File: src/rtl/fra_pkg.sv
// Shared definitions for the frequency-response sweep path: sequencer
// state encoding, default capture length and sample-RAM word layout.
package fra_pkg;

  typedef enum logic [2:0] {
    ST_IDLE,
    ST_SETTLE,
    ST_CAPTURE,
    ST_SEND,
    ST_WAIT_TX,
    ST_NEXT
  } state_t;

  // Words captured per sweep point
  localparam int CAP_LEN = 4096;

  // Packed RAM word: sine in the upper field, ADC sample in the lower one
  localparam int PACK_SIN_MSB = 31;
  localparam int PACK_SIN_LSB = 20;
  localparam int PACK_ADC_MSB = 15;
  localparam int PACK_ADC_LSB = 4;

endpackage

File: src/rtl/settle_timer.sv
// Loadable down-counter used for the per-point settle interval.
// Saturates at zero; o_zero flags the final settle cycle.
module settle_timer #(
  parameter int SETTLE_W = 20
) (
  input  logic                clk_50M,
  input  logic                reset_n,
  input  logic                i_load,
  input  logic [SETTLE_W-1:0] i_load_val,
  input  logic                i_dec,
  output logic                o_zero
);

  logic [SETTLE_W-1:0] r_cnt;

  // Load has priority; otherwise count down while enabled, stopping at zero
  always_ff @(posedge clk_50M) begin
    if (!reset_n) begin
      r_cnt <= '0;
    end else if (i_load) begin
      r_cnt <= i_load_val;
    end else if (i_dec && (r_cnt != '0)) begin
      r_cnt <= r_cnt - 1'b1;
    end
  end

  assign o_zero = (r_cnt == '0);

endmodule

File: src/rtl/sweep_sequencer.sv
// Frequency-response sweep sequencer (clk_50M domain).
// Per point: program phi_inc, settle, capture CAP_LEN packed words into
// the sample RAM, request a UDP transmit and wait for its completion.
// Optional build macro SWEEP_AUTO_RESTART_EN: a finished sweep pulses
// sweep_done and restarts from the latched start increment until abort.
module sweep_sequencer #(
  parameter int PHI_W    = 11,
  parameter int DATA_W   = 12,
  parameter int ADDR_W   = 12,
  parameter int CAP_LEN  = fra_pkg::CAP_LEN,
  parameter int SETTLE_W = 20
) (
  input  logic                     clk_50M,
  input  logic                     reset_n,
  input  logic                     start,
  input  logic                     abort,
  input  logic [PHI_W-1:0]         cfg_phi_start,
  input  logic [PHI_W-1:0]         cfg_phi_stop,
  input  logic [PHI_W-1:0]         cfg_phi_step,
  input  logic [SETTLE_W-1:0]      cfg_settle,
  input  logic signed [DATA_W-1:0] sin_do,
  input  logic signed [DATA_W-1:0] ad_in,
  input  logic                     tx_done,
  output logic [PHI_W-1:0]         phi_inc,
  output logic                     ram_wren,
  output logic [ADDR_W-1:0]        ram_wr_addr,
  output logic [31:0]              ram_wr_data,
  output logic                     send_trigger,
  output logic                     busy,
  output logic                     sweep_done,
  output logic [15:0]              point_idx
);
  import fra_pkg::*;

  state_t              r_state;
  logic [PHI_W-1:0]    r_phi_inc;
  logic                r_ram_wren;
  logic [ADDR_W-1:0]   r_ram_wr_addr;
  logic [31:0]         r_ram_wr_data;
  logic                r_send_trigger;
  logic                r_busy;
  logic                r_sweep_done;
  logic [15:0]         r_point_idx;
  logic [ADDR_W-1:0]   r_cap_cnt;

  // Shadow copies of the configuration, frozen for the whole sweep
  logic [PHI_W-1:0]    r_phi_start;
  logic [PHI_W-1:0]    r_phi_stop;
  logic [PHI_W-1:0]    r_phi_step;
  logic [SETTLE_W-1:0] r_settle;

  logic                w_settle_zero;
  logic                w_settle_load;
  logic [SETTLE_W-1:0] w_settle_val;
  logic [PHI_W:0]      w_phi_sum;
  logic                w_last;

  function automatic logic [31:0] pack_word(input logic signed [DATA_W-1:0] s,
                                            input logic signed [DATA_W-1:0] a);
    logic [31:0] w;
    w = '0;
    w[PACK_SIN_MSB:PACK_SIN_LSB] = s;
    w[PACK_ADC_MSB:PACK_ADC_LSB] = a;
    return w;
  endfunction

  // The timer is reloaded in every state except SETTLE, so it always holds
  // the right interval on entry; in IDLE it tracks the live cfg input so the
  // start cycle itself loads the new value.
  assign w_settle_load = (r_state != ST_SETTLE);
  assign w_settle_val  = (r_state == ST_IDLE) ? cfg_settle : r_settle;

  settle_timer #(
    .SETTLE_W (SETTLE_W)
  ) u_settle_timer (
    .clk_50M    (clk_50M),
    .reset_n    (reset_n),
    .i_load     (w_settle_load),
    .i_load_val (w_settle_val),
    .i_dec      (r_state == ST_SETTLE),
    .o_zero     (w_settle_zero)
  );

  // Extra carry bit keeps an increment that passes the top of the range
  // from wrapping into a small, apparently valid value.
  assign w_phi_sum = {1'b0, r_phi_inc} + {1'b0, r_phi_step};
  assign w_last    = (w_phi_sum > {1'b0, r_phi_stop}) || (r_phi_step == '0);

  // Latch the configuration when a sweep is accepted
  always_ff @(posedge clk_50M) begin
    if ((r_state == ST_IDLE) && start && !abort) begin
      r_phi_start <= cfg_phi_start;
      r_phi_stop  <= cfg_phi_stop;
      r_phi_step  <= cfg_phi_step;
      r_settle    <= cfg_settle;
    end
  end

  // Sequencer FSM with registered outputs; abort overrides every state
  always_ff @(posedge clk_50M) begin
    if (!reset_n) begin
      r_state        <= ST_IDLE;
      r_phi_inc      <= '0;
      r_ram_wren     <= 1'b0;
      r_ram_wr_addr  <= '0;
      r_ram_wr_data  <= '0;
      r_send_trigger <= 1'b0;
      r_busy         <= 1'b0;
      r_sweep_done   <= 1'b0;
      r_point_idx    <= '0;
      r_cap_cnt      <= '0;
    end else begin
      r_ram_wren     <= 1'b0;
      r_send_trigger <= 1'b0;
      r_sweep_done   <= 1'b0;
      if (abort) begin
        r_state <= ST_IDLE;
        r_busy  <= 1'b0;
      end else begin
        case (r_state)
          ST_IDLE: begin
            if (start) begin
              r_phi_inc   <= cfg_phi_start;
              r_point_idx <= '0;
              r_busy      <= 1'b1;
              r_state     <= ST_SETTLE;
            end
          end
          ST_SETTLE: begin
            if (w_settle_zero) begin
              r_cap_cnt <= '0;
              r_state   <= ST_CAPTURE;
            end
          end
          ST_CAPTURE: begin
            r_ram_wren    <= 1'b1;
            r_ram_wr_addr <= r_cap_cnt;
            r_ram_wr_data <= pack_word(sin_do, ad_in);
            if (r_cap_cnt == ADDR_W'(CAP_LEN - 1)) begin
              r_state <= ST_SEND;
            end else begin
              r_cap_cnt <= r_cap_cnt + 1'b1;
            end
          end
          ST_SEND: begin
            r_send_trigger <= 1'b1;
            r_state        <= ST_WAIT_TX;
          end
          ST_WAIT_TX: begin
            if (tx_done) begin
              r_state <= ST_NEXT;
            end
          end
          ST_NEXT: begin
            if (w_last) begin
              r_sweep_done <= 1'b1;
`ifdef SWEEP_AUTO_RESTART_EN
              r_phi_inc   <= r_phi_start;
              r_point_idx <= '0;
              r_state     <= ST_SETTLE;
`else
              r_busy      <= 1'b0;
              r_state     <= ST_IDLE;
`endif
            end else begin
              r_phi_inc   <= w_phi_sum[PHI_W-1:0];
              r_point_idx <= r_point_idx + 16'd1;
              r_state     <= ST_SETTLE;
            end
          end
          default: begin
            r_busy  <= 1'b0;
            r_state <= ST_IDLE;
          end
        endcase
      end
    end
  end

  assign phi_inc      = r_phi_inc;
  assign ram_wren     = r_ram_wren;
  assign ram_wr_addr  = r_ram_wr_addr;
  assign ram_wr_data  = r_ram_wr_data;
  assign send_trigger = r_send_trigger;
  assign busy         = r_busy;
  assign sweep_done   = r_sweep_done;
  assign point_idx    = r_point_idx;

endmodule

File: config.mk
export PLATFORM = sky130hd
export DESIGN_NAME = sweep_sequencer
export DESIGN_NICKNAME = d
export VERILOG_FILES = /design/src/rtl/fra_pkg.sv /design/src/rtl/settle_timer.sv /design/src/rtl/sweep_sequencer.sv
export SDC_FILE = /design/constraint.sdc
export NUM_CORES = 1
export LEC_CHECK = 0
export BUFFER_PORTS_ARGS = -buffer_cell sky130_fd_sc_hd__buf_4
export CAP_MARGIN = 20
export CORE_UTILIZATION = 40
export DETAILED_ROUTE_END_ITERATION = 7
export GPL_ROUTABILITY_DRIVEN = 0
export HOLD_SLACK_MARGIN = 0.06
export SYNTH_ARGS = -nofsm -noshare
export SYNTH_HDL_FRONTEND = slang
export SYNTH_SLANG_ARGS = --single-unit
File: constraint.sdc
create_clock -name clk_50M -period 5.7 [get_ports clk_50M]
set_clock_uncertainty 0.1 [all_clocks]
set_input_delay 0.285 -clock clk_50M [delete_from_list [all_inputs] [get_ports clk_50M]]
set_output_delay 0.285 -clock clk_50M [all_outputs]
set_load 0.03 [all_outputs]
After elaboration in Yosys (flattened, before gate mapping):

Cells that the tools add are included.

* flip-flop bits (word level): 144

* bitwise logic cells: 4
* mux-type cells: 24
* $lt $le $gt $ge: 1
* add/sub/neg operators: 4
* reductions and logical operators: 20
* eq/ne operators: 14

Operators with widths (number)
* 20-bit two-way mux: 3
* 16-bit two-way mux: 2
* 16-bit case mux with 2 select lines: 1
* 12-bit two-way mux: 2
* 12-bit case mux with 2 select lines: 1
* 11-bit two-way mux: 2
* 11-bit case mux with 2 select lines: 1
* 20-bit zero test: 1
* 20-bit nonzero test: 1
* 20-bit by 1-bit subtractor with 20-bit output, second input constant: 1
* 3-bit case mux with 6 select lines: 1
* 16-bit by 1-bit adder with 16-bit output, second input constant: 1
* 2-bit != test, second input constant: 7
* 11-bit by 11-bit adder with 12-bit output: 1
* 12-bit by 1-bit adder with 12-bit output, second input constant: 1
* 12-bit == test, second input constant: 1
* 12-bit by 11-bit > comparator with 1-bit output: 1
* 3-bit two-way mux: 4
* 4-bit AND reduction: 3
* 11-bit zero test: 1
* 3-bit by 2-bit == test with 1-bit output, second input constant: 2
* 3-bit == test, second input constant: 2
* 1-bit two-way mux: 6
* 2-bit nonzero test: 3
* 13 further kinds: 18

Depth between registers and ports, before layout:

Gate-level depths: netlist (run 1).

* depth in word-level cells: 5
* depth in mapped cells: 16
* mapped depth without buffers: 14

Hierarchy:

Synthesis (run 1) repeated with hierarchy kept, for this count alone.

* cell total of the unflattened synthesis: 747
* area total of the unflattened synthesis: 6959.2 um^2

By module, submodules not included
* sweep_sequencer: instances 1, area an instance 5721.7 um^2, cells each 596, sequential area each 2902.8 um^2
* settle_timer: instances 1, area an instance 1237.4 um^2, cells each 151, sequential area each 400.4 um^2

Worst setup path after synthesis (run 1):

No wires, ideal clock.

* path type: flip-flop to flip-flop
* start: reg r_phi_inc[0] (netlist: phi_inc[0])
* end: reg r_point_idx[11] (netlist: point_idx[11])
* path slack: 1.843 ns
* arrival: 3.687 ns
* clock period less this slack: 3.857 ns
* cell stages (with the launch flop): 16
* cells stage by stage: dfxtp_1 -> ha_1 -> fa_1 -> a21oi_1 -> o211ai_1 -> a31o_2 -> a21oi_1 -> xnor2_1 -> ha_1 -> a2111oi_0 -> o21ai_1 -> o221ai_2 -> a31oi_1 -> buf_2 -> or4_1 -> a21oi_1

* cells in the longest elaborated chain, start to end: 5

Ends and longest elaborated chain
* from (decl): line sweep_sequencer.sv:36 `logic [PHI_W-1:0] r_phi_inc;`
* from (signal assigned): line sweep_sequencer.sv:123 `r_phi_inc <= cfg_phi_start;`
* from (signal assigned): line sweep_sequencer.sv:166 `r_phi_inc <= w_phi_sum[PHI_W-1:0];`
* 11-bit by 11-bit adder with 12-bit output: line sweep_sequencer.sv:86 `assign w_phi_sum = {1'b0, r_phi_inc} + {1'b0, r_phi_step};`
* 12-bit by 11-bit > comparator with 1-bit output: line sweep_sequencer.sv:87 `assign w_last = (w_phi_sum > {1'b0, r_phi_stop}) || (r_phi_step == '0);`
* 1-bit logical OR: line sweep_sequencer.sv:87
* 2-bit != test (no source line)
* 4-bit AND reduction (no source line)
* to (signal assigned): line sweep_sequencer.sv:167 `r_point_idx <= r_point_idx + 16'd1;`
* to (decl): line sweep_sequencer.sv:43 `logic [15:0] r_point_idx;`

No other way between the ends.
A chain may end at the register's enable or synchronous reset.

Worst setup path after layout (run 1):

* start: reg r_phi_step[0]
* end: reg r_point_idx[13] (netlist: point_idx[13])

* cells in the longest elaborated chain, start to end: 5
* elaborated cells between the ends (all ways): 6
* those cells by class: add/sub: 1; order compare: 1; eq/ne: 1; reduce/logical: 3

Ends and longest elaborated chain
* from (decl): line sweep_sequencer.sv:49 `logic [PHI_W-1:0] r_phi_step;`
* from (signal assigned): line sweep_sequencer.sv:94 `r_phi_step <= cfg_phi_step;`
* 11-bit by 11-bit adder with 12-bit output: line sweep_sequencer.sv:86
* 12-bit by 11-bit > comparator with 1-bit output: line sweep_sequencer.sv:87
* 1-bit logical OR (*): line sweep_sequencer.sv:87
* 2-bit != test (no source line) (*)
* 4-bit AND reduction (no source line) (*)

Every way passes the cells marked *; elsewhere a longest branch is shown, timed or not.

==> results of run 1 <==
[power by group]
group | internal (mW) | total [mW] | switching, mW
combinational | 0.185 | 0.379 | 0.194
sequential | 1.10 | 1.13 | 0.0312
clock | 0.594 | 1.04 | 0.441
total | 1.88 | 2.54 | 0.666
[tightest hold or removal path: cells and delay by family]
kind | cells | cell delay (ns)
buffers and inverters | 1 | 0.09
muxes | 1 | 0.06
AOI/OAI and AO/OA | 1 | 0.13
[metal layers]
layer,wire length [um],share of wire
met1,7780,0.46
met2,8040,0.48
met3,627,0.037
met4,339,0.020
met5,0,0
[final timing paths]
check                         startpoint                     endpoint  cells after the start
max              r_phi_step[0]$_DFFE_PP_   point_idx[13]$_SDFFE_PN0P_                     15
min                    cfg_phi_start[10]     phi_inc[10]$_SDFFE_PN0P_                      3
max reg2reg      r_phi_step[0]$_DFFE_PP_   point_idx[13]$_SDFFE_PN0P_                     15
min reg2reg  ram_wr_addr[3]$_SDFFE_PN0P_  ram_wr_addr[3]$_SDFFE_PN0P_                      2
[sequential cells by signal, indices dropped and copies added (netlist names), 3 cells and up]
name	cells
ram_wr_data	24
r_settle	20
u_settle_timer.r_cnt	20
point_idx	16
r_cap_cnt	12
ram_wr_addr	12
phi_inc	11
r_phi_step	11
r_phi_stop	11
r_state	3
[kinds of logic (layout without fill, tap and decap cells)]
logic type	Yosys count	count (layout)
buffers and inverters	60	271
flip-flops	144	144
adder cells (fa/ha/maj)	26	26
AND/OR/NAND/NOR	246	246
AO/OA/AOI/OAI	160	160
XOR/XNOR	37	37
other	1	8
multiplexers	30	30
[layout make-up]
type | count | share of cell area
inverters | 18 | 0.00721
repair buffers | 221 | 0.197
flip-flops and latches | 144 | 0.352
clock inverters | 11 | 0.00814
clock buffers | 21 | 0.0502
well taps | 220 | 0.0294
multi-input cells | 507 | 0.356
[Yosys cell counts (5+ instances only)]
library cell and instances:
nand2_1 103, dfxtp_1 102, a21oi_1 46, edfxtp_1 42
a21boi_0 38, nor2_1 37, clkbuf_1 26, ha_1 25
o21ai_0 24, mux2i_1 22, xnor2_1 19, inv_1 18
xor2_1 18, nand3_1 17, a211oi_1 10, and2_1 9
buf_4 8, mux2_2 8, nand4_1 8, nor3_1 8
o211a_1 8, or4_1 8, and3_1 7, o31ai_1 7
buf_2 6, nand2b_1 6, nand4b_1 5, nor2b_1 5
or3_1 5
[what timing repair did]
item                                    4_1_cts  5_1_grt
buffers inserted                              0        0
hold endpoints to repair                     67        0
endpoints found under the setup margin        0        0
hold buffers                                 67        0
[through the flow]
stage	instances	instance area, sq um
global placement	1041	8130
finish	1142	9380
CTS	1140	9350
global route	1142	9380
floorplan	711	6900
detailed placement	1041	8130
==> results.sh, run 1 <==
export IMPL_final_util=0.561
export IMPL_timing_critical_path_max_delay_family="compound AO/OA/AOI/OAI gates"
export IMPL_chipHeight_um=133
export IMPL_synth_cell_area_sq_um=6870
export IMPL_worst_skew_pair_late_latency_ns=0.42
export IMPL_grt_total_usage=0.196
export IMPL_critical_path_arrival_ns=4.40
export IMPL_vdd_ir_drop_worst_uv=182
export IMPL_main_combinational_cell_family_by_area_after_synthesis="simple AND/OR/NAND/NOR gates"
export IMPL_worst_slack_ns=1.54
export IMPL_dr_pass1_iters=5
export IMPL_synth_top_area_frac=0.297
export IMPL_timing_max_cap_violations=0
export IMPL_critPathBufInv=1
export IMPL_crit_path_start_kind="flop"
export IMPL_grt_overflow_total=0
export IMPL_synth_simple_area_share=0.184
export IMPL_synthFlopType="dfxtp_1"
export IMPL_worst_ep_required_time_ns=5.94
export IMPL_layout_commonest_cell="buf_4"
export IMPL_fillCellCount=1477
export IMPL_final_hold_viol_count=0
export IMPL_num_rows=47
export IMPL_post_synthesis_adder_cell_area_fraction=0.0484
export IMPL_drv_slew=0
export IMPL_detailed_place_hpwl_mm=11.4
export IMPL_max_slew_worst_pin_slew_ns=0.936
export IMPL_num_io_pins=157
export IMPL_finalCriticalPeriod_ns=4.16
export IMPL_ys_ff_latch=144
export IMPL_ff_latch_area_sq_um=3300
export IMPL_power_density_nw_per_um2=271
export IMPL_worstPathCellList="ha_1 > fa_1 > a21oi_1 > o211ai_1 > a31o_2 > a21oi_1 > xnor2_1 > ha_1 > a2111oi_0 > o21ai_1 > o221ai_2 > a31oi_2 > buf_6 > or4_1 > a21oi_1"
export IMPL_compound_gate_portion_of_the_synthesized_area=0.154
export IMPL_die_area_sq_um=17700
export IMPL_hold_slack_ns=0.0946
export IMPL_totalNegativeSetupSlack_ns=0
export IMPL_tritoncts_num_buffers=17
export IMPL_die_width_um=133
export IMPL_met3_usage=0.0368
export IMPL_cts_resized=0
export IMPL_synth_cell_types=63
export IMPL_groute_layer_met1_usage=0.247
export IMPL_post_route_cells_drive_above_1_share=0.235
export IMPL_n_antenna_cell=0
export IMPL_detail_route_drc_violations=0
export IMPL_setup_repair_after_global_routing_missed_its_margin="no"
export IMPL_crit_top_cell="a21oi_1"
export IMPL_outcome="complete, no violations"
export IMPL_total_leakage_power_nw=3.90
export IMPL_layout_cells_most_common_list="152 x buf_4, 103 x nand2_1, 102 x dfxtp_1"
export IMPL_globalRoute_busiestLayer="met2"
export IMPL_dr_total_vias=5822
export IMPL_synthesis_yosys_warnings=0
export IMPL_drt_total_wl_mm=16.8
export IMPL_max_clock_path_buffers=2
export IMPL_max_freq_mhz=240
export IMPL_synth_seq_area_share=0.481
export IMPL_timing_setup_critical_path_class="reg2reg"
export IMPL_grt_start_max_net_pins=69
export IMPL_crit_path_end_kind="flop"
export IMPL_asyncSetResetFlopFracSynth=0
export IMPL_global_route_wire_length_before_repair_mm=27.8
export IMPL_clock_tree_from_tritoncts="built"
export IMPL_synth_top_cells_by_area="dfxtp_1 30%, edfxtp_1 18%, nand2_1 5.6%"
export IMPL_total_power_consumption_of_the_routed_design_mw=2.54
export IMPL_final_period_utilization=0.730
export IMPL_post_synth_cell_area_avg_sq_um=9.76
export IMPL_cell_count_after_synthesis=704
export IMPL_antenna_left=0
export IMPL_critPathSlowestCell="or4_1"
export IMPL_post_synth_xor_area_fraction=0.0472
export IMPL_multiInputGateArea_sq_um=3340
export IMPL_cp_slowest_stage_delay_ns=0.51
export IMPL_tritoncts_num_sinks=144
export IMPL_grt_antenna_before_repair=0
export IMPL_route_detailed_wl_per_inst_um=14.7
export IMPL_path_max_fanout=27
export IMPL_area_growth_pct=36.5
export IMPL_clk_pin_slew_worst_paths_ns=0.06
export IMPL_initial_core_util=0.411
export IMPL_globalRouteMet2Util=0.327
export IMPL_placement_io_buffers=148
export IMPL_first_global_vias=5767
export IMPL_drt_first_iter_violations=284
export IMPL_detailedPlace_worstSlack_ns=1.32
export IMPL_yosys_mux_area_fraction=0.0452
export IMPL_design_core_area_sq_um=16700
export IMPL_worst_relative_slew_slack=0.374
export IMPL_min_delay_path_class="in2reg"
export IMPL_vias_per_cell=5.10
export IMPL_post_synth_top_area_cell="dfxtp_1"
export IMPL_synth_edf_count=42
export IMPL_rrSetupSlack_ns=1.54
export IMPL_final_nets=1017
export IMPL_timing_final_setup_violations=0
export IMPL_clk_root_buffer_cell="clkbuf_16"
export IMPL_h_tree_depth=4
(Power assumes the default switching activity.)
==> run 2, diff against run 1 <==
--- a/config.mk
+++ b/config.mk
@@ -5,6 +5,7 @@
 export SDC_FILE = /design/constraint.sdc
 export NUM_CORES = 1
 export LEC_CHECK = 0
+export ABC_AREA = 1
 export BUFFER_PORTS_ARGS = -buffer_cell sky130_fd_sc_hd__buf_4
 export CAP_MARGIN = 20
 export CORE_UTILIZATION = 40
==> constraint.sdc (replaced) <==
create_clock -name clk_50M -period 3.8 [get_ports clk_50M]
set_clock_uncertainty 0.1 [all_clocks]
set_input_delay 0.19 -clock clk_50M [delete_from_list [all_inputs] [get_ports clk_50M]]
set_output_delay 0.19 -clock clk_50M [all_outputs]
set_load 0.03 [all_outputs]
==> results.sh, run 2 <==
export IMPL_grt_start_max_net_pins=43
export IMPL_final_hold_viol_count=0
export IMPL_area_growth_pct=35.0
export IMPL_max_clock_path_buffers=2
export IMPL_clk_root_buffer_cell="clkbuf_16"
export IMPL_die_area_sq_um=18800
export IMPL_grt_antenna_before_repair=0
export IMPL_finish_cell_count_without_fillers=1405
export IMPL_crit_top_cell="nand2_1"
export IMPL_netlist_top_cells_count="189 x nand2_1, 118 x nor2_1, 102 x dfxtp_1, 101 x a21oi_1, 100 x nand3_1"
export IMPL_synth_edf_count=42
export IMPL_vias_per_cell=4.91
export IMPL_crit_reg2reg_launch="r_phi_step[5]$_DFFE_PP_"
export IMPL_crit_path_start_kind="flop"
export IMPL_rrSetupSlack_ns=0.40
export IMPL_clk_pin_slew_worst_paths_ns=0.06
export IMPL_dr_total_vias=6900
export IMPL_timing_rr_end="phi_inc[2]$_SDFFE_PN0P_"
export IMPL_design_core_area_sq_um=18000
export IMPL_antenna_left=0
export IMPL_drt_first_iter_violations=399
export IMPL_die_width_um=137
export IMPL_synth_cell_types=44
export IMPL_global_route_wire_length_before_repair_mm=30.9
export IMPL_finalCriticalPeriod_ns=3.40
export IMPL_drt_total_wl_mm=19.4
export IMPL_layout_cells_most_common_list="189 x nand2_1, 158 x buf_4, 118 x nor2_1"
export IMPL_num_io_pins=157
export IMPL_layout_commonest_cell="nand2_1"
export IMPL_synthesis_yosys_warnings=0
export IMPL_n_antenna_cell=0
export IMPL_max_freq_mhz=294
export IMPL_chipHeight_um=137
export IMPL_total_leakage_power_nw=4.19
export IMPL_post_synth_top_area_cell="dfxtp_1"
export IMPL_share_comb_of_total_power=0.151
export IMPL_tritoncts_num_buffers=17
export IMPL_timing_critical_path_max_delay_family="simple AND/OR/NAND/NOR gates"
export IMPL_total_switching_power_mw=1.11
export IMPL_largest_reg_flops=24
export IMPL_post_synth_cell_area_avg_sq_um=7.68
export IMPL_outcome="complete, no violations"
export IMPL_crit_start="r_phi_step[5]$_DFFE_PP_"
export IMPL_tritoncts_num_sinks=144
export IMPL_worst_skew_pair_late_latency_ns=0.43
export IMPL_clock_tree_from_tritoncts="built"
export IMPL_post_route_cells_drive_above_1_share=0.192
export IMPL_final_period_utilization=0.896
export IMPL_p_clk_frac=0.412
export IMPL_path_max_fanout=14
export IMPL_synthFlopType="dfxtp_1"
export IMPL_worstPathCellList="ha_1 > inv_1 > o21ai_0 > inv_1 > o21ai_0 > nand2_1 > nand3_1 > or2_2 > nand2_1 > inv_1 > ha_1 > and3_1 > nand4_1 > nand2_1 > nand2_1 > nand2_2 > buf_4 > nand3_1 > a21oi_1"
export IMPL_placement_io_buffers=148
export IMPL_worst_relative_slew_slack=0.394
export IMPL_grt_overflow_total=0
export IMPL_asyncSetResetFlopFracSynth=0
export IMPL_route_detailed_wl_per_inst_um=13.8
export IMPL_synth_top_cells_by_area="dfxtp_1 28%, edfxtp_1 17%, nand2_1 9.7%"
export IMPL_setup_repair_after_global_routing_missed_its_margin="no"
export IMPL_timing_max_cap_violations=0
export IMPL_synth_cell_area_sq_um=7310
export IMPL_power_share_sequential=0.436
export IMPL_h_tree_depth=4
export IMPL_num_rows=49
export IMPL_worst_setup_path_endpoint="phi_inc[2]$_SDFFE_PN0P_"
export IMPL_min_delay_path_class="in2reg"
export IMPL_hold_path_cell_count=5
export IMPL_synth_seq_area_share=0.452
export IMPL_timing_setup_critical_path_class="reg2reg"
export IMPL_first_global_vias=6319
export IMPL_grt_total_usage=0.211
export IMPL_power_switching_share=0.288
export IMPL_dr_pass1_iters=5
export IMPL_drv_slew=0
export IMPL_totalNegativeSetupSlack_ns=0
export IMPL_detail_route_drc_violations=0
export IMPL_synth_most_common_cell="nand2_1"
export IMPL_internal_power_mw=2.75
export IMPL_timing_final_setup_violations=0
export IMPL_initial_core_util=0.407
export IMPL_power_density_nw_per_um2=391
export IMPL_detailed_place_hpwl_mm=12.7
export IMPL_crit_path_end_kind="flop"
export IMPL_critical_path_arrival_ns=3.66
export IMPL_placedCellCount=1299
export IMPL_worst_ep_required_time_ns=4.05
export IMPL_timing_reg2reg_worst_path_depth=19
export IMPL_synth_top_area_frac=0.279
export IMPL_vdd_ir_drop_worst_uv=315
export IMPL_cp_slowest_stage_delay_ns=0.41
export IMPL_critPathBufInv=4
export IMPL_number_of_logic_stages_on_the_critical_path_including_buffering=19
export IMPL_ys_ff_latch=144
export IMPL_cell_count_after_synthesis=951
export IMPL_critPathSlowestCell="edfxtp_1"
export IMPL_max_slew_worst_pin_slew_ns=0.906
export IMPL_final_nets=1271
==> run 2: cell count changes in the layout (fill, tap and decap cells not counted), sizes merged, moves of 20 or more <==
cell / delta
nand3: +85
a21oi: +54
inv: +76
nor2: +85
mux2i: -21
o21ai: +20
a21boi: -39
nand2: +93
==> run 2: timing repair <==
item,4_1_cts,5_1_grt
hold buffers,74,0
gates resized for setup,0,1
hold endpoints to repair,88,0
setup buffers,0,0
endpoints found under the setup margin,0,1
==> run 2: logic make-up after synthesis <==
family | share of synthesized area
multiplexers | 0.00137
AND/OR/NAND/NOR | 0.269
other | 0.000513
buffers and inverters | 0.0810
flip-flops | 0.452
AO/OA/AOI/OAI | 0.123
XOR/XNOR | 0.0276
adder cells (fa/ha/maj) | 0.0455
==> run 2: metrics by stage <==
step	worst slack (ns)	hold slack (ns)	util	instance area [sq um]	power (mW)
detailed placement	0.383	0.270	0.477	8570	2.24
global route	0.119	0.112	0.549	9870	4.04
CTS	0.355	0.0642	0.549	9860	3.90
finish	0.396	0.0830	0.549	9870	3.86
floorplan	0.663	0.189	-	7340	2.07
global placement	0.488	0.268	0.477	8570	2.24
==> run 2: cell type report <==
cell class,count,area (sq um)
Fill cell,1735,8100
Multi-Input combinational cell,677,3460
Sequential cell,144,3300
Timing Repair Buffer,232,1930
Clock buffer,17,425
Inverter,91,342
Tap cell,229,287
Clock inverter,15,124
==> run 2: power by group through the flow <==
stage | logic [mW] | registers [mW] | clock network (mW)
2_1_floorplan | 0.336 | 1.73 | 0
3_3_place_gp | 0.518 | 1.72 | 0
3_5_place_dp | 0.521 | 1.72 | 0
4_1_cts | 0.584 | 1.68 | 1.63
5_1_grt | 0.660 | 1.69 | 1.69
6_report | 0.584 | 1.68 | 1.59
==> run 2: worst min path at each step <==
stage / startpoint / to / slack [ns]
2_1_floorplan: cfg_phi_step[0] / r_phi_step[0]$_DFFE_PP_ / 0.19
3_3_place_gp: cfg_phi_stop[4] / r_phi_stop[4]$_DFFE_PP_ / 0.27
3_5_place_dp: cfg_phi_stop[2] / r_phi_stop[2]$_DFFE_PP_ / 0.27
4_1_cts: cfg_phi_start[3] / phi_inc[3]$_SDFFE_PN0P_ / 0.06
5_1_grt: cfg_phi_start[3] / phi_inc[3]$_SDFFE_PN0P_ / 0.11
6_report: cfg_phi_start[8] / phi_inc[8]$_SDFFE_PN0P_ / 0.08
==> run 2: worst register-to-register path: cells and delay by family (launching register included) <==
family | cells | cell delay [ns]
AND/OR/NAND/NOR | 10 | 1.28
flip-flops | 1 | 0.41
adder cells (fa/ha/maj) | 2 | 0.65
AO/OA/AOI/OAI | 3 | 0.39
buffers and inverters | 4 | 0.51
==> run 2: layer usage <==
layer,track usage,share of wire
met1,0.272,0.46
met2,0.352,0.48
met3,0.0423,0.050
met4,0.0678,0.012
met5,0,0
==> run 3, diff against run 2 <==
--- a/config.mk
+++ b/config.mk
@@ -14,4 +14,5 @@
 export HOLD_SLACK_MARGIN = 0.06
 export SYNTH_ARGS = -nofsm -noshare
 export SYNTH_HDL_FRONTEND = slang
+export SYNTH_HIERARCHICAL = 1
 export SYNTH_SLANG_ARGS = --single-unit
==> results.sh, run 3 <==
export IMPL_outcome="complete, no violations"
export IMPL_global_route_wire_length_before_repair_mm=33.9
export IMPL_min_delay_path_class="in2reg"
export IMPL_post_synth_cell_area_avg_sq_um=7.56
export IMPL_crit_path_start_kind="flop"
export IMPL_postLayoutCellArea_sq_um=10300
export IMPL_final_nets=1346
export IMPL_worst_relative_slew_slack=0.464
export IMPL_worst_ep_required_time_ns=4.02
export IMPL_power_density_nw_per_um2=393
export IMPL_chipHeight_um=141
export IMPL_synth_top_area_frac=0.265
export IMPL_area_growth_pct=34.1
export IMPL_cell_count_after_synthesis=1020
export IMPL_asyncSetResetFlopFracSynth=0
export IMPL_cts_resized=0
export IMPL_grt_antenna_before_repair=0
export IMPL_synth_cell_types=46
export IMPL_largest_reg_flops=24
export IMPL_ys_ff_latch=144
export IMPL_die_area_sq_um=19800
export IMPL_max_freq_mhz=286
export IMPL_dr_total_vias=7187
export IMPL_tritoncts_num_buffers=17
export IMPL_h_tree_depth=4
export IMPL_grt_overflow_total=0
export IMPL_path_max_fanout=27
export IMPL_design_core_area_sq_um=18800
export IMPL_clk_pin_slew_worst_paths_ns=0.06
export IMPL_post_route_cells_drive_above_1_share=0.205
export IMPL_netlist_top_cells_count="291 x nand2_1, 107 x nor2_1, 102 x dfxtp_1, 96 x nand3_1, 82 x a21oi_1"
export IMPL_vdd_ir_drop_worst_uv=269
export IMPL_worstPathCellList="ha_1 > fa_1 > nand3_1 > nand2_1 > a21oi_1 > o21ai_0 > or2_2 > nand2_1 > inv_1 > ha_1 > nand2_1 > inv_1 > nand2_1 > nand2_1 > nand2_1 > nand2_1 > nand2_1 > nand3_1 > nand2_2 > nand2_4 > nand2_1 > nand2_1 > nor2_1"
export IMPL_max_slew_worst_pin_slew_ns=0.803
export IMPL_worst_skew_pair_late_latency_ns=0.43
export IMPL_timing_max_cap_violations=0
export IMPL_initial_core_util=0.410
export IMPL_num_io_pins=157
export IMPL_dr_pass1_iters=5
export IMPL_grt_start_max_net_pins=45
export IMPL_post_synth_top_area_cell="dfxtp_1"
export IMPL_critPathSlowestCell="fa_1"
export IMPL_timing_final_setup_violations=0
export IMPL_synth_most_common_cell="nand2_1"
export IMPL_drv_slew=0
export IMPL_antenna_left=0
export IMPL_clk_root_buffer_cell="clkbuf_16"
export IMPL_total_leakage_power_nw=4.47
export IMPL_placement_io_buffers=148
export IMPL_max_clock_path_buffers=2
export IMPL_detailedPlace_worstSlack_ns=0.346
export IMPL_worst_slack_ns=0.299
export IMPL_critical_path_arrival_ns=3.72
export IMPL_totalNegativeSetupSlack_ns=0
export IMPL_multiInputGateArea_sq_um=3870
export IMPL_placement_cell_area_sq_um=9020
export IMPL_drt_total_wl_mm=20.4
export IMPL_setup_repair_after_global_routing_missed_its_margin="no"
export IMPL_detailed_place_hpwl_mm=14.0
export IMPL_synth_top_cells_by_area="dfxtp_1 26%, edfxtp_1 16%, nand2_1 14%"
export IMPL_final_util=0.549
export IMPL_tritoncts_num_sinks=144
export IMPL_crit_top_cell="nand2_1"
export IMPL_final_period_utilization=0.921
export IMPL_finalCriticalPeriod_ns=3.50
export IMPL_fillCellCount=1814
export IMPL_layout_cells_most_common_list="291 x nand2_1, 158 x buf_4, 106 x nor2_1"
export IMPL_vias_per_cell=4.76
export IMPL_layout_commonest_cell="nand2_1"
export IMPL_cp_slowest_stage_delay_ns=0.42
export IMPL_synthesis_yosys_warnings=6
export IMPL_clock_tree_from_tritoncts="built"
export IMPL_drt_first_iter_violations=425
export IMPL_timing_setup_critical_path_class="reg2reg"
export IMPL_route_detailed_wl_per_inst_um=13.5
export IMPL_die_width_um=141
export IMPL_ff_latch_area_sq_um=3300
export IMPL_cts_repair_timing_setup_buffer_count=0
export IMPL_grt_total_usage=0.215
export IMPL_first_global_vias=6947
export IMPL_synth_seq_area_share=0.428
export IMPL_n_antenna_cell=0
export IMPL_num_rows=50
export IMPL_crit_path_end_kind="flop"
export IMPL_synth_cell_area_sq_um=7710
export IMPL_synth_edf_count=42
export IMPL_synthFlopType="dfxtp_1"
export IMPL_detail_route_drc_violations=0
export IMPL_final_hold_viol_count=0
==> run 3: cell count changes after synthesis, moves of 7 or more <==
cell,before,now
nand2_2,7,16
o21ai_1,3,10
inv_1,81,72
nand2_1,189,291
nor2_1,118,107
a21oi_2,0,9
o21ai_0,41,10
a21oi_1,101,82
==> run 3: cell type report <==
type,instances,area share
inverter,85,0.0321
tap,260,0.0315
clock inverter,15,0.0140
clock buffer,17,0.0411
sequential,144,0.319
timing repair buffer,233,0.187
multi-input combinational,756,0.375
==> run 3: worst paths after layout <==
kind / from / end / slack, ns / cells after the start
setup reg to reg: r_phi_step[0]$_DFFE_PP_ / phi_inc[9]$_SDFFE_PN0P_ / 0.30 / 23
hold reg to reg: ram_wr_addr[1]$_SDFFE_PN0P_ / ram_wr_addr[1]$_SDFFE_PN0P_ / 0.36 / 2
setup / recovery: r_phi_step[0]$_DFFE_PP_ / phi_inc[9]$_SDFFE_PN0P_ / 0.30 / 23
hold / removal: cfg_phi_start[8] / phi_inc[8]$_SDFFE_PN0P_ / 0.08 / 5
==> run 3: critical path: cells and delay by family (launching register included) <==
family	cells	cell delay [ns]
AOI/OAI and AO/OA	2	0.33
adders and majority gates	3	0.91
buffers and inverters	2	0.10
DFF	1	0.41
and+or+nand+nor	16	1.53
==> run 3: repair_timing <==
| item | in CTS | in global routing |
|---|---|---|
| hold buffers | 75 | 0 |
| setup endpoints to repair | 0 | 0 |
| endpoints found under the hold margin | 82 | 0 |
==> run 3: report_power, final <==
group	switching [mW]	leakage [nW]	internal, mW	total (mW)
Sequential	0.0540	1.22	1.64	1.70
Combinational	0.428	2.97	0.299	0.727
Clock	0.677	0.274	0.959	1.64
Total	1.16	4.47	2.90	4.06
==> run 3: layer usage <==
| layer | wire (um) | track usage | vias up | part of all wire |
|---|---|---|---|---|
| met5 | 0 | 0 | - | 0 |
| met4 | 328 | 0.0767 | 0 | 0.016 |
| met3 | 889 | 0.0414 | 26 | 0.044 |
| met2 | 9860 | 0.361 | 162 | 0.48 |
| met1 | 9330 | 0.274 | 3242 | 0.46 |
| li1 | - | - | 3757 | - |
==> run 3: through the flow <==
stage | total power, mW | hold WS (ns) | cells
floorplan | 2.20 | 0.188 | 1027
global route | 4.25 | 0.0895 | 1510
detailed placement | 2.39 | 0.269 | 1403
finish | 4.06 | 0.0783 | 1510
CTS | 4.09 | 0.0611 | 1510
global placement | 2.39 | 0.269 | 1403
==> run 3: cells by family (layout without fill, tap and decap cells) <==
family	count (synthesis)	count (layout)	share of synthesized area
buffers and inverters	127	350	0.0735
xor gates and xnor gates	29	29	0.0329
DFF	144	144	0.428
AOI/OAI and AO/OA	128	128	0.0941
muxes	3	3	0.00389
adders and majority gates	27	27	0.0448
other	1	8	0.000486
and+or+nand+nor	561	561	0.322
